File: config.mk
export PLATFORM = sky130hd
export DESIGN_NAME = fixed_mul_pipe
export DESIGN_NICKNAME = d
export VERILOG_FILES = /design/src/rtl/fixed_pkg.sv /design/src/rtl/fixed_round_sat.sv /design/src/rtl/fixed_mul_pipe.sv
export SDC_FILE = /design/constraint.sdc
export NUM_CORES = 2
export LEC_CHECK = 0
export CORE_MARGIN = 5
export CORE_UTILIZATION = 55
export CTS_CLUSTER_SIZE = 16
export DETAILED_ROUTE_END_ITERATION = 7
export PLACE_DENSITY = 0.69
export SYNTH_ARGS = -nofsm -noshare
export SYNTH_HDL_FRONTEND = slang
export SYNTH_HIERARCHICAL = 1
export SYNTH_SLANG_ARGS = --single-unit
File: constraint.sdc
create_clock -name clock -period 9 [get_ports clock]
set_input_delay 1.35 -clock clock [delete_from_list [all_inputs] [get_ports clock]]
set_output_delay 1.35 -clock clock [all_outputs]
set_load 0.02 [all_outputs]
File: src/rtl/fixed_pkg.sv
// Package fixed_pkg: shared fixed-point types and defaults for the FM radio datapath.
// Default format is Q22.10 in a 32-bit word, shared with the FIR and demod blocks.
package fixed_pkg;

  localparam int DEF_DATA_WIDTH = 32;
  localparam int DEF_FRAC_BITS  = 10;

  // Operation selector carried alongside each sample.
  typedef enum logic {
    OP_MUL = 1'b0,  // (a * b) >> FRAC_BITS
    OP_DEQ = 1'b1   // a >> FRAC_BITS, b ignored
  } op_t;

  // Integer value to default fixed-point format (no range check).
  function automatic logic signed [DEF_DATA_WIDTH-1:0] to_fixed(
    input logic signed [DEF_DATA_WIDTH-1:0] int_val
  );
    return int_val <<< DEF_FRAC_BITS;
  endfunction

  // Default fixed-point format to integer, truncating toward -inf.
  function automatic logic signed [DEF_DATA_WIDTH-1:0] from_fixed(
    input logic signed [DEF_DATA_WIDTH-1:0] fix_val
  );
    return fix_val >>> DEF_FRAC_BITS;
  endfunction

endpackage

File: src/rtl/fixed_round_sat.sv
// fixed_round_sat: combinational round / arithmetic shift / range check / clamp-or-wrap
// for a 2*DATA_WIDTH signed product. Also used by the FIR accumulator.
// Build option: FIXED_MUL_SATURATE_EN clamps out-of-range results; otherwise they wrap.
module fixed_round_sat #(
  parameter int DATA_WIDTH = 32,
  parameter int FRAC_BITS  = 10,
  parameter int RND_MODE   = 0
) (
  input  logic signed [2*DATA_WIDTH-1:0] prod,
  output logic        [DATA_WIDTH-1:0]   data,
  output logic                           ovf
);

  // One guard bit above the product so the rounding add can never wrap.
  localparam int PW = 2*DATA_WIDTH + 1;

  localparam logic [PW-1:0] RND_ONE = {{(PW-1){1'b0}}, 1'b1};
  localparam logic [PW-1:0] RND_ADD = (RND_MODE == 1) ? (RND_ONE << (FRAC_BITS-1))
                                                      : {PW{1'b0}};

  localparam logic [DATA_WIDTH-1:0] MAX_POS = {1'b0, {(DATA_WIDTH-1){1'b1}}};
  localparam logic [DATA_WIDTH-1:0] MAX_NEG = {1'b1, {(DATA_WIDTH-1){1'b0}}};

  // A value fits in DATA_WIDTH signed bits when every bit from the result
  // sign bit upward is a copy of that sign bit.
  function automatic logic out_of_range(input logic [DATA_WIDTH+1:0] upper_bits);
    return !((&upper_bits) || !(|upper_bits));
  endfunction

  logic signed [PW-1:0]         summed;
  logic signed [PW-1:0]         shifted;
  logic        [DATA_WIDTH+1:0] upper;

  // Round, shift down to the result scale, then range-check and clamp/wrap.
  always_comb begin
    summed  = $signed({prod[2*DATA_WIDTH-1], prod}) + $signed(RND_ADD);
    shifted = summed >>> FRAC_BITS;
    upper   = shifted[PW-1:DATA_WIDTH-1];
    ovf     = out_of_range(upper);
`ifdef FIXED_MUL_SATURATE_EN
    if (ovf) begin
      data = shifted[PW-1] ? MAX_NEG : MAX_POS;
    end else begin
      data = shifted[DATA_WIDTH-1:0];
    end
`else
    data = shifted[DATA_WIDTH-1:0];
`endif
  end

endmodule

File: src/rtl/fixed_mul_pipe.sv
// fixed_mul_pipe: 3-stage signed fixed-point multiply / dequantize with valid/ready
// handshake on both sides. One sample per cycle; the whole pipe freezes while the
// output holds a sample that downstream has not taken.
// Build option: FIXED_MUL_SATURATE_EN (clamp instead of wrap on overflow, see fixed_round_sat).
module fixed_mul_pipe
  import fixed_pkg::*;
#(
  parameter int DATA_WIDTH = DEF_DATA_WIDTH,
  parameter int FRAC_BITS  = DEF_FRAC_BITS,
  parameter int RND_MODE   = 0,
  parameter int CHAN_BITS  = 1
) (
  input  logic                  clock,
  input  logic                  reset_n,
  input  logic                  in_valid,
  output logic                  in_ready,
  input  op_t                   in_op,
  input  logic [DATA_WIDTH-1:0] in_a,
  input  logic [DATA_WIDTH-1:0] in_b,
  input  logic [CHAN_BITS-1:0]  in_chan,
  output logic                  out_valid,
  input  logic                  out_ready,
  output logic [DATA_WIDTH-1:0] out_data,
  output logic [CHAN_BITS-1:0]  out_chan,
  output logic                  out_ovf
);

  localparam int PW = 2*DATA_WIDTH;

  logic stall;

  // Stage 1: captured operands
  logic                  s1_valid_q, s1_valid_d;
  op_t                   s1_op_q,    s1_op_d;
  logic [DATA_WIDTH-1:0] s1_a_q,     s1_a_d;
  logic [DATA_WIDTH-1:0] s1_b_q,     s1_b_d;
  logic [CHAN_BITS-1:0]  s1_chan_q,  s1_chan_d;

  // Stage 2: full-width product
  logic                  s2_valid_q, s2_valid_d;
  logic [PW-1:0]         s2_prod_q,  s2_prod_d;
  logic [CHAN_BITS-1:0]  s2_chan_q,  s2_chan_d;

  // Stage 3: registered outputs
  logic                  out_valid_q, out_valid_d;
  logic [DATA_WIDTH-1:0] out_data_q,  out_data_d;
  logic [CHAN_BITS-1:0]  out_chan_q,  out_chan_d;
  logic                  out_ovf_q,   out_ovf_d;

  logic [PW-1:0]         a_ext;
  logic [PW-1:0]         b_ext;
  logic [PW-1:0]         prod_s;
  logic [DATA_WIDTH-1:0] rs_data;
  logic                  rs_ovf;

  // Only an undelivered output sample can block the pipe; empty stages never do.
  assign stall    = out_valid_q && !out_ready;
  assign in_ready = !stall;

  // Sign-extended operands and product (OP_DEQ passes a through at product scale).
  always_comb begin
    a_ext = {{DATA_WIDTH{s1_a_q[DATA_WIDTH-1]}}, s1_a_q};
    b_ext = {{DATA_WIDTH{s1_b_q[DATA_WIDTH-1]}}, s1_b_q};
    case (s1_op_q)
      OP_MUL:  prod_s = a_ext * b_ext;
      OP_DEQ:  prod_s = a_ext;
      default: prod_s = a_ext;
    endcase
  end

  fixed_round_sat #(
    .DATA_WIDTH (DATA_WIDTH),
    .FRAC_BITS  (FRAC_BITS),
    .RND_MODE   (RND_MODE)
  ) u_round_sat (
    .prod (s2_prod_q),
    .data (rs_data),
    .ovf  (rs_ovf)
  );

  // Next-state: every stage advances together unless stalled, in which case all hold.
  always_comb begin
    if (!stall) begin
      s1_valid_d  = in_valid;
      s1_op_d     = in_op;
      s1_a_d      = in_a;
      s1_b_d      = in_b;
      s1_chan_d   = in_chan;
      s2_valid_d  = s1_valid_q;
      s2_prod_d   = prod_s;
      s2_chan_d   = s1_chan_q;
      out_valid_d = s2_valid_q;
      out_data_d  = rs_data;
      out_chan_d  = s2_chan_q;
      out_ovf_d   = rs_ovf;
    end else begin
      s1_valid_d  = s1_valid_q;
      s1_op_d     = s1_op_q;
      s1_a_d      = s1_a_q;
      s1_b_d      = s1_b_q;
      s1_chan_d   = s1_chan_q;
      s2_valid_d  = s2_valid_q;
      s2_prod_d   = s2_prod_q;
      s2_chan_d   = s2_chan_q;
      out_valid_d = out_valid_q;
      out_data_d  = out_data_q;
      out_chan_d  = out_chan_q;
      out_ovf_d   = out_ovf_q;
    end
  end

  // Pipeline registers; reset discards any sample in flight.
  always_ff @(posedge clock or negedge reset_n) begin
    if (!reset_n) begin
      s1_valid_q  <= 1'b0;
      s1_op_q     <= OP_MUL;
      s1_a_q      <= {DATA_WIDTH{1'b0}};
      s1_b_q      <= {DATA_WIDTH{1'b0}};
      s1_chan_q   <= {CHAN_BITS{1'b0}};
      s2_valid_q  <= 1'b0;
      s2_prod_q   <= {PW{1'b0}};
      s2_chan_q   <= {CHAN_BITS{1'b0}};
      out_valid_q <= 1'b0;
      out_data_q  <= {DATA_WIDTH{1'b0}};
      out_chan_q  <= {CHAN_BITS{1'b0}};
      out_ovf_q   <= 1'b0;
    end else begin
      s1_valid_q  <= s1_valid_d;
      s1_op_q     <= s1_op_d;
      s1_a_q      <= s1_a_d;
      s1_b_q      <= s1_b_d;
      s1_chan_q   <= s1_chan_d;
      s2_valid_q  <= s2_valid_d;
      s2_prod_q   <= s2_prod_d;
      s2_chan_q   <= s2_chan_d;
      out_valid_q <= out_valid_d;
      out_data_q  <= out_data_d;
      out_chan_q  <= out_chan_d;
      out_ovf_q   <= out_ovf_d;
    end
  end

  assign out_valid = out_valid_q;
  assign out_data  = out_data_q;
  assign out_chan  = out_chan_q;
  assign out_ovf   = out_ovf_q;

endmodule

Yosys cells after proc, flatten, opt, wreduce, memory -nomap -nowiden
Index checks and enable logic that the tools add are counted.
{ "totals": {"reg_bits": 168, "input_bits": 70, "out_inout_bits": 36, "elab_cells": 23} }
{ "op_classes": {"mul": 1, "n_mux": 1, "n_bitwise": 1, "reduce_logical": 8} }
{ "ops": {"columns": ["operator", "count"], "rows": [
  ["64-bit case mux with 2 select lines", 1],
  ["32-bit by 32-bit multiplier with 64-bit output", 1],
  ["23-bit AND reduction", 1],
  ["23-bit OR reduction", 1],
  ["1-bit zero test", 4],
  ["1-bit logical AND", 1],
  ["1-bit logical OR", 1],
  ["1-bit NOT", 1]
]} }

Depth between registers and ports, before layout
{ "depth": {"word_depth": 4, "mapped_depth": 29} }

Cells and area by module
Netlist, hierarchy kept.
{ "by_module_without_submodules": {"columns": ["mod", "n_inst", "cells_each", "area_per_inst_um2"], "rows": [
  ["fixed_mul_pipe", 1, 4558, 42638.4],
  ["fixed_round_sat", 1, 49, 371.6]
]} }

Worst setup path before layout
OpenSTA, ideal clock, no wires.
{ "synth_timing": {"path_kind": "reg2reg", "from": "register s1_a_q[31]", "to": "register s2_prod_q[60]", "setup_time_ns": 0.126, "arrival_ns": 7.693, "required_ns": 8.874, "path_slack_ns": 1.180, "path_stages_with_launch": 29, "path_buffers": 2, "synth_period_minus_slack_ns": 7.820, "path_cell_list": "dfrtp_1 clkbuf_1 clkbuf_1 nand2_1 inv_1 fa_1 inv_1 fa_1 inv_1 fa_1 fa_1 inv_1 fa_1 inv_1 fa_1 inv_1 fa_1 inv_1 fa_1 ha_1 a21o_1 a21o_1 a21oi_1 o21ai_0 a21oi_1 o21bai_1 nor4_1 a22oi_1 a221o_1"} }
{ "synth_between": {"elab_chain_cells": 2} }
{ "synth_rtl": {"columns": ["element", "line_no", "text"], "rows": [
  ["start: declaration", "fixed_mul_pipe.sv:35", "logic [DATA_WIDTH-1:0] s1_a_q, s1_a_d;"],
  ["start signal: assignment", "fixed_mul_pipe.sv:117", "s1_a_q <= {DATA_WIDTH{1'b0}};"],
  ["32-bit by 32-bit multiplier with 64-bit output", "fixed_mul_pipe.sv:65", "OP_MUL: prod_s = a_ext * b_ext;"],
  ["64-bit case mux with 2 select lines *", "fixed_mul_pipe.sv:64", "case (s1_op_q)"],
  ["end signal: assignment", "fixed_mul_pipe.sv:121", "s2_prod_q <= {PW{1'b0}};"],
  ["end signal: assignment", "fixed_mul_pipe.sv:134", "s2_prod_q <= s2_prod_d;"],
  ["end: declaration", "fixed_mul_pipe.sv:41", "logic [PW-1:0] s2_prod_q, s2_prod_d;"]
]} }
Every way passes the cells marked *; elsewhere a longest branch is shown, timed or not.
A chain may end at the register's enable or synchronous reset.

Worst setup path after layout
{ "layout_timing": {"from": "register s1_b_q[10]", "to": "register s2_prod_q[48]"} }
{ "layout_between": {"elab_chain_cells": 2} }
{ "layout_rtl": {"columns": ["element", "line_no", "text"], "rows": [
  ["start: declaration", "fixed_mul_pipe.sv:36", "logic [DATA_WIDTH-1:0] s1_b_q, s1_b_d;"],
  ["start signal: assignment", "fixed_mul_pipe.sv:118", "s1_b_q <= {DATA_WIDTH{1'b0}};"],
  ["32-bit by 32-bit multiplier with 64-bit output", "fixed_mul_pipe.sv:65", null],
  ["64-bit case mux with 2 select lines", "fixed_mul_pipe.sv:64", null]
]} }
Every way passes these cells.

==> run_results.csv <==
group,metric,value,unit
die,io_pins,106,
clock_tree,cts_tree,"done",
global_routing,grt_pass1_vias,33176,
clock_tree,clockBufferDepth,2,
clock_tree,holdBufCountCts,0,
critical_path,setup.worst_path.class,"flop to flop",
layout,n_antenna_cell,0,
flow_run,maxCapViolCount,0,
global_routing,grt_usage,0.290,
sta,fmax,118,MHz
sta,fin_skew,0.0373,ns
clock_tree,cts_sinks,158,
die,placeableCoreArea,0.0771,mm²
sta,maxSlewViolCount,0,
critical_path,cp_max_fo,23,
sta,slew_headroom,0.115,
global_routing,grt_overflow,0,
detailed_routing,drc,0,
sta,worst_pin_slew,1.33,ns
critical_path,rr_worst_depth,22,
placement,portBuffers,105,
layout,layout_common_cells,"fa_1 (1082), inv_1 (941), nand2_1 (832)",
logic_synthesis,syn_avg_cell_area,9.34,µm²
sta,tns,0,ns
detailed_routing,routedWlPerCell,20.4,µm
die,row_count,102,
critical_path,crit_path_end_kind,"flop",
global_routing,antenna_found_initial,0,
hold_path,min_path_cells,2,
detailed_routing,ant_nets,0,
logic_synthesis,syn-num-nets,5891,
layout,drive_gt1_frac,0.0327,
global_routing,grt_max_degree,129,
die,die_h,288,µm
clock_tree,numCtsBuffers,17,
clock_tree,h-tree-depth,4,
detailed_routing,vias_per_cell,5.43,
placement,place_congestion,0.953,
critical_path,start_kind,"flop",
critical_path,required,9.36,ns
layout,nets,5817,
placement,dpl.hpwl,92200,µm
detailed_routing,totalWireLength,113000,µm
logic_synthesis,postSynthCellCount,4555,
sta,finalCritPeriodShare,0.944,
layout,fill_cells,6827,
clock_tree,cts_resized,0,
sta,setup_violations,0,
outcome,status,"completed",
die,die-area,0.0830,mm²
logic_synthesis,yosysWarnings,6,
global_routing,grt_pass1_wl,184000,µm
layout,final_common_cell,"fa_1",
sta,rsz0062_at_grt,"false",
die,start_util,0.552,
detailed_routing,vias,30058,
logic_synthesis,netlist_area,0.0425,mm²
sta,period_needed,8.49,ns
detailed_routing,first_pass_iters,5,
clock_tree,root_buffer,"clkbuf_16",
clock_tree,clkTransAtPathRegs,0.09,ns
clock_tree,cts_setup_buffers,0,
hold_path,hold_class,"flop to flop",
detailed_routing,drtIter0Drc,1785,
clock_tree,clk_latency,0.51,ns
layout,synthToLayoutAreaGrowth,5.85,%
die,die_w,288,µm
critical_path,cp.arrival,8.85,ns
sta,hold_violations,0,
[worst paths after layout]
kind,from,to,slack (ns)
max in group asynchronous,reset_n,s1_op_q$_DFFE_PN0N_,6.40
worst min register to register,out_ovf$_DFFE_PN0N_,out_ovf$_DFFE_PN0N_,0.47
worst min-delay path,out_ovf$_DFFE_PN0N_,out_ovf$_DFFE_PN0N_,0.47
worst max-delay path,s1_b_q[10]$_DFFE_PN0N_,s2_prod_q[48]$_DFFE_PN0N_,0.51
min in group asynchronous,reset_n,out_data[1]$_DFFE_PN0N_,0.95
worst max register to register,s1_b_q[10]$_DFFE_PN0N_,s2_prod_q[48]$_DFFE_PN0N_,0.51
[critical path: stages (launching register included)]
cell       delay, ns
dfrtp_1         1.04
buf_4           0.33
and2_1          0.16
fa_1            0.45
fa_1            0.57
inv_1           0.06
fa_1            0.50
fa_1            0.51
inv_1           0.05
fa_1            0.55
fa_1            0.45
fa_1            0.64
fa_1            0.47
ha_1            0.48
nand3_1         0.15
or3_1           0.37
a211oi_1        0.39
a2111oi_2       0.12
o31ai_1         0.42
a21o_1          0.23
xnor2_1         0.14
nor2_1          0.07
o22a_1          0.21
[through the flow]
step | hold slack (ns) | area [µm²] | utilization | cells | worst slack (ns)
after floorplan | 0.430 | 42500 | - | 4555 | 1.18
after global placement | 0.447 | 44400 | 0.576 | 5502 | 0.781
after detailed placement | 0.454 | 44400 | 0.576 | 5502 | 0.694
after CTS | 0.470 | 45000 | 0.584 | 5534 | 0.600
after global routing | 0.485 | 45000 | 0.584 | 5534 | 0.163
final | 0.469 | 45000 | 0.584 | 5534 | 0.506
[registers in the layout (all words and copies together) (netlist names)]
name and flops:
s2_valid_q 1, s1_chan_q 1, s1_valid_q 1, out_valid 1, s1_a_q 32, s1_b_q 32, out_data 32, s1_op_q 1
out_chan 1, s2_prod_q 54, s2_chan_q 1, out_ovf 1
[metal layers]
layer | track usage | share of wire | routed length (µm) | vias up
met2 | 0.508 | 0.51 | 58000 | 998
met1 | 0.356 | 0.37 | 42100 | 15716
met4 | 0.143 | 0.060 | 6770 | 0
li1 | - | - | - | 13060
met3 | 0.0381 | 0.055 | 6250 | 284
met5 | 0 | 0 | 0 | -
[final cells by class]
type	instances	area, µm²	area share
multi-input cells	3167	33800	0.752
flip-flops and latches	158	3960	0.0879
inverters	943	3540	0.0788
repair buffers	194	1760	0.0391
well taps	1040	1300	0.0289
clock buffers	17	425	0.00945
clock inverters	15	191	0.00425
Power is left out: the tool's default activity adds up to more than one toggle a clock period on the data nets, which glitch-free logic cannot reach.
